[config.mk]
export PLATFORM = sky130hd
export DESIGN_NAME = sprite_hit_arbiter
export DESIGN_NICKNAME = d
export VERILOG_FILES = /design/src/rtl/sprite_hit_arbiter.sv
export SDC_FILE = /design/constraint.sdc
export NUM_CORES = 1
export LEC_CHECK = 0
export ABC_AREA = 1
export BUFFER_PORTS_ARGS = -buffer_cell sky130_fd_sc_hd__buf_2
export CORE_MARGIN = 2
export CORE_UTILIZATION = 52
export CTS_CLUSTER_SIZE = 8
export DETAILED_ROUTE_END_ITERATION = 10
export PLACE_DENSITY = 0.8
export SLEW_MARGIN = 20
export SYNTH_ARGS = -nofsm -noshare
export SYNTH_HDL_FRONTEND = slang
export SYNTH_SLANG_ARGS = --single-unit
[constraint.sdc]
create_clock -name clk -period 3.69 [get_ports clk]
set_input_delay 0.738 -clock clk [delete_from_list [all_inputs] [get_ports clk]]
set_output_delay 0.738 -clock clk [all_outputs]
set_load 0.005 [all_outputs]
[src/rtl/sprite_hit_arbiter.sv]
// Sprite hit arbiter: collects per-sprite hit events into a pending vector and
// grants one sprite at a time via a registered valid/ready output stage.
module sprite_hit_arbiter #(
  parameter int N_SPRITES = 14,
  parameter int IDX_W     = 4,
  parameter int MODE      = 0
) (
  input  logic                 clk,
  input  logic                 reset,
  input  logic [N_SPRITES-1:0] hit,
  input  logic                 clear_all,
  input  logic                 sel_ready,
  output logic                 sel_valid,
  output logic [IDX_W-1:0]     sel_idx,
  output logic [N_SPRITES-1:0] pending,
  output logic                 overflow,
  output logic                 state_dbg
);

  localparam int LG_W = $clog2(N_SPRITES);

  generate
    if (N_SPRITES < 2 || N_SPRITES > 31) begin : g_bad_n
      $error("sprite_hit_arbiter: N_SPRITES must be in 2..31");
    end
    if ((1 << IDX_W) <= N_SPRITES) begin : g_bad_idx
      $error("sprite_hit_arbiter: IDX_W too narrow for N_SPRITES");
    end
  endgenerate

  typedef enum logic {EMPTY = 1'b0, FULL = 1'b1} state_t;

  state_t                 state;
  logic [LG_W-1:0]        last_grant;
  logic [LG_W-1:0]        winner;
  logic [LG_W-1:0]        rr_hi;
  logic [LG_W-1:0]        rr_lo;
  logic                   rr_hi_found;
  logic                   any_pending;
  logic                   load;
  logic [N_SPRITES-1:0]   grant_mask;

  // Winner is taken from registered pending only; hit never bypasses to sel_idx.
  always_comb begin
    winner      = '0;
    rr_hi       = '0;
    rr_lo       = '0;
    rr_hi_found = 1'b0;
    if (MODE == 0) begin
      for (int i = 0; i < N_SPRITES; i++) begin
        if (pending[i]) winner = LG_W'(i);
      end
    end else begin
      // Lowest set bit above last_grant, else wrap to lowest set bit overall.
      for (int i = N_SPRITES - 1; i >= 0; i--) begin
        if (pending[i]) rr_lo = LG_W'(i);
        if (pending[i] && (LG_W'(i) > last_grant)) begin
          rr_hi       = LG_W'(i);
          rr_hi_found = 1'b1;
        end
      end
      winner = rr_hi_found ? rr_hi : rr_lo;
    end
  end

  // Handshake: sel_idx is offered while sel_valid=1 and must stay stable until
  // the cycle sel_ready=1; that edge retires it and may load the next winner.
  assign any_pending = |pending;
  assign load        = !clear_all && any_pending && ((state == EMPTY) || sel_ready);

  always_comb begin
    grant_mask = '0;
    if (load) grant_mask[winner] = 1'b1;
  end

  assign sel_valid = (state == FULL);
  assign state_dbg = (state == FULL);

  always_ff @(posedge clk or posedge reset) begin
    if (reset) begin
      state      <= EMPTY;
      sel_idx    <= '0;
      pending    <= '0;
      overflow   <= 1'b0;
      last_grant <= LG_W'(N_SPRITES - 1);
    end else if (clear_all) begin
      state    <= EMPTY;
      sel_idx  <= '0;
      pending  <= '0;
      overflow <= 1'b0;
    end else begin
      // A hit on the bit granted this edge is a new event and stays pending.
      pending  <= (pending & ~grant_mask) | hit;
      overflow <= |(hit & pending & ~grant_mask);
      case (state)
        EMPTY: begin
          if (load) begin
            state      <= FULL;
            sel_idx    <= IDX_W'(winner) + IDX_W'(1);
            last_grant <= winner;
          end
        end
        FULL: begin
          if (load) begin
            sel_idx    <= IDX_W'(winner) + IDX_W'(1);
            last_grant <= winner;
          end else if (sel_ready) begin
            state   <= EMPTY;
            sel_idx <= '0;
          end
        end
        default: begin
          state   <= EMPTY;
          sel_idx <= '0;
        end
      endcase
    end
  end

endmodule

==> flow_summary.toml <==
[outcome]
outcome = "finished, final reports clean"

[clock_tree]
clock_path_buffers = 2
clock_tree.root_cell = "sky130_fd_sc_hd__clkbuf_4"
clock_sink_count = 20
post-cts-setup-buffers = 0
post_cts_hold_buffer_count = 0
clkTransAtPathRegs_ns = 0.11
clkLatencyLatePin_ns = 0.31
numCtsBuffers = 3
number_of_levels_the_h_tree_was_split_into = 1
tritoncts = "built"
post_cts.resized_instances = 0

[timing]
timing.slew.headroom = 0.499
setup-violations-final = 0
tns_ns = 0
final.period_utilization = 0.719
report.final.slew_viol_count = 0
grt_setup_unrepaired = "false"
min_period_ns = 2.65
clock-skew-final_ns = 0.0108
timing.final.hold_violations = 0
maxClockFrequency_mhz = 377
worst-slew-pin-transition_ns = 0.751
worst_hold_slack_ns = 0.495

[global_route]
use_met2 = 0.332
grt.total_usage = 0.198
grtUsageMet3 = 0.0234
grt_start_max_net_pins = 21
grt_pass1_vias = 1145
globalRoute.totalOverflow = 0
grt_first_pass_wirelength_um = 4910
global_routing_usage_on_met1 = 0.265
grt_antenna_before_repair = 0
gr-max-usage-layer = "met2"

[floorplan]
ioPinCount = 39
floorplan.die_area_um2 = 3070
core_area_um2 = 2500
die-width_um = 55.4
floorplan.initialDensity = 0.550
fp.dieH_um = 55.4
rows = 18

[critical_path]
startpoint_class_of_the_critical_path = "flip-flop"
worstPathArrival_ns = 2.84
critPathMaxFanout = 4
criticalPathCategory = "reg2reg"
setup.worst_path.end_class = "flip-flop"
timing.critical_path.required_ns = 3.87

[final_layout]
total_area_of_sequential_cells_um2 = 500
finalNetCount = 251
fin_util = 0.639
layout-drive-gt1-share = 0.266
num-fill-cells = 256
multi_input_comb_area_um2 = 721
final_cell_mix = "46 x sky130_fd_sc_hd__nand2_1, 38 x sky130_fd_sc_hd__buf_2, 31 x sky130_fd_sc_hd__inv_1, 24 x sky130_fd_sc_hd__nor2_1, 20 x sky130_fd_sc_hd__dfrtp_1"
layout.cells.most_common = "sky130_fd_sc_hd__nand2_1"
area_delta_synth_final_pct = 16.2
antenna_cells_inserted = 0

[detailed_routing]
drc = 0
initialDrtViolationCount = 36
postRouteAntennaNets = 0
drt_first_pass_iters = 4
wire_per_inst_um = 11.4
dr_total_vias = 1289
viasPerCell = 4.98
route.final.wire_length_um = 2940

[place]
port_buffers = 38
gp_congestion = 0.851
hpwl_um = 2350

[logic_synthesis]
post_synth_inst_count = 192
synthDistinctLibCells = 27
ys_seq_elements = 20
synth_sequential_area_ratio = 0.364
syn_area_um2 = 1380
syn_area_per_cell_um2 = 7.16
synthesis.nets = 212
yosys_warnings = 0

[min_path]
hold_path_class = "reg2reg"

[pwr]
power_mw = 0.504
cellLeakagePower_nw = 0.926
vdd_drop_max_uv = 197
power.density_nw_per_um2 = 315

[flow_run]
maxCapViolCount = 0
## Yosys cell counts
master	n	area (µm²)
sky130_fd_sc_hd__a22o_1	1	8.76
sky130_fd_sc_hd__nand3_4	2	35.0
sky130_fd_sc_hd__a31oi_1	1	6.26
sky130_fd_sc_hd__nor2_1	24	90.1
sky130_fd_sc_hd__o22ai_2	1	12.5
sky130_fd_sc_hd__nor2_2	4	25.0
sky130_fd_sc_hd__inv_2	1	3.75
sky130_fd_sc_hd__nand2_2	2	12.5
sky130_fd_sc_hd__nand3_1	13	65.1
sky130_fd_sc_hd__buf_4	1	7.51
sky130_fd_sc_hd__inv_1	31	116
sky130_fd_sc_hd__inv_4	1	6.26
sky130_fd_sc_hd__nand2_1	46	173
sky130_fd_sc_hd__a21oi_1	14	70.1
sky130_fd_sc_hd__clkbuf_1	1	3.75
sky130_fd_sc_hd__nand2_4	2	22.5
sky130_fd_sc_hd__nor2_8	1	20.0
sky130_fd_sc_hd__nor3_1	1	5.00
sky130_fd_sc_hd__a21oi_2	1	8.76
sky130_fd_sc_hd__nor2_4	1	11.3
sky130_fd_sc_hd__ha_1	2	25.0
sky130_fd_sc_hd__dfrtp_1	20	500
sky130_fd_sc_hd__o21bai_2	4	45.0
sky130_fd_sc_hd__buf_6	1	11.3
sky130_fd_sc_hd__nand4_1	8	50.1
sky130_fd_sc_hd__buf_2	1	5.00
sky130_fd_sc_hd__o21ai_0	7	35.0
## metal layers
| metal | wire length, µm | part of all wire | up-vias |
|---|---|---|---|
| met5 | 0 | 0 | - |
| met4 | 41 | 0.014 | 0 |
| met3 | 126 | 0.043 | 4 |
| met2 | 1380 | 0.47 | 29 |
| met1 | 1390 | 0.47 | 568 |
| li1 | - | - | 688 |
## report_power, final
group	switching (mW)	internal, mW
logic	0.0888	0.0569
clock network	0.0662	0.0381
registers	0.0170	0.237
total	0.172	0.332
## per-stage QoR
| stage | worst slack (ns) | std cells | instance area (µm²) |
|---|---|---|---|
| 5_1_grt | 0.656 | 259 | 1600 |
| 4_1_cts | 1.03 | 259 | 1600 |
| 2_1_floorplan | 1.41 | 192 | 1380 |
| 3_3_place_gp | 1.08 | 256 | 1580 |
| 3_5_place_dp | 1.05 | 256 | 1580 |
| 6_report | 1.04 | 259 | 1600 |
## path summary, 6_finish.rpt
check	from	end	slack, ns	cells after the start
max	pending[2]	overflow	1.04	25
max reg2reg	pending[2]	overflow	1.04	25
min	sel_idx[1]	sel_idx[1]	0.50	2
min reg2reg	sel_idx[1]	sel_idx[1]	0.50	2
max in group asynchronous	reset	pending[7]	2.67	2
min in group asynchronous	reset	sel_idx[1]	0.54	2
## area by class of cell
cell class                 instances  share of cell area
multi-input combinational        135               0.451
sequential                        20               0.313
timing repair buffer              38               0.119
inverter                          33              0.0791
tap                               30              0.0235
clock buffer                       3              0.0141
## state kept, by name, summed over array words and instances, names as in the netlist
register,flops
sel_valid,1
sel_idx,4
overflow,1
pending,14
## worst max-delay path, cell delays in order, from the launching register on
cell,delay (ns)
sky130_fd_sc_hd__dfrtp_1,0.40
sky130_fd_sc_hd__inv_1,0.10
sky130_fd_sc_hd__nand2_1,0.06
sky130_fd_sc_hd__nand2_1,0.06
sky130_fd_sc_hd__nand2_1,0.05
sky130_fd_sc_hd__nand2_1,0.05
sky130_fd_sc_hd__nand2_1,0.05
sky130_fd_sc_hd__nand2_1,0.05
sky130_fd_sc_hd__nand2_1,0.04
sky130_fd_sc_hd__nand2_1,0.05
sky130_fd_sc_hd__nand2_1,0.04
sky130_fd_sc_hd__nand2_1,0.10
sky130_fd_sc_hd__nand2_1,0.12
sky130_fd_sc_hd__nand2_1,0.12
sky130_fd_sc_hd__ha_1,0.19
sky130_fd_sc_hd__inv_1,0.07
sky130_fd_sc_hd__nor3_1,0.17
sky130_fd_sc_hd__nand4_1,0.15
sky130_fd_sc_hd__nand2_1,0.09
sky130_fd_sc_hd__nand2_1,0.06
sky130_fd_sc_hd__nor2_1,0.10
sky130_fd_sc_hd__nand2_1,0.07
sky130_fd_sc_hd__a21oi_2,0.11
sky130_fd_sc_hd__nand3_1,0.08
sky130_fd_sc_hd__nor2_1,0.09
sky130_fd_sc_hd__nor2_1,0.04
## kinds of logic after synthesis
kind of cell	after synthesis	share of synthesized area
compound gates	29	0.136
flops	20	0.364
simple gates	104	0.370
buf+inv	37	0.112
fa+ha+maj	2	0.0182
No activity file was read; power rests on OpenSTA's default activity.
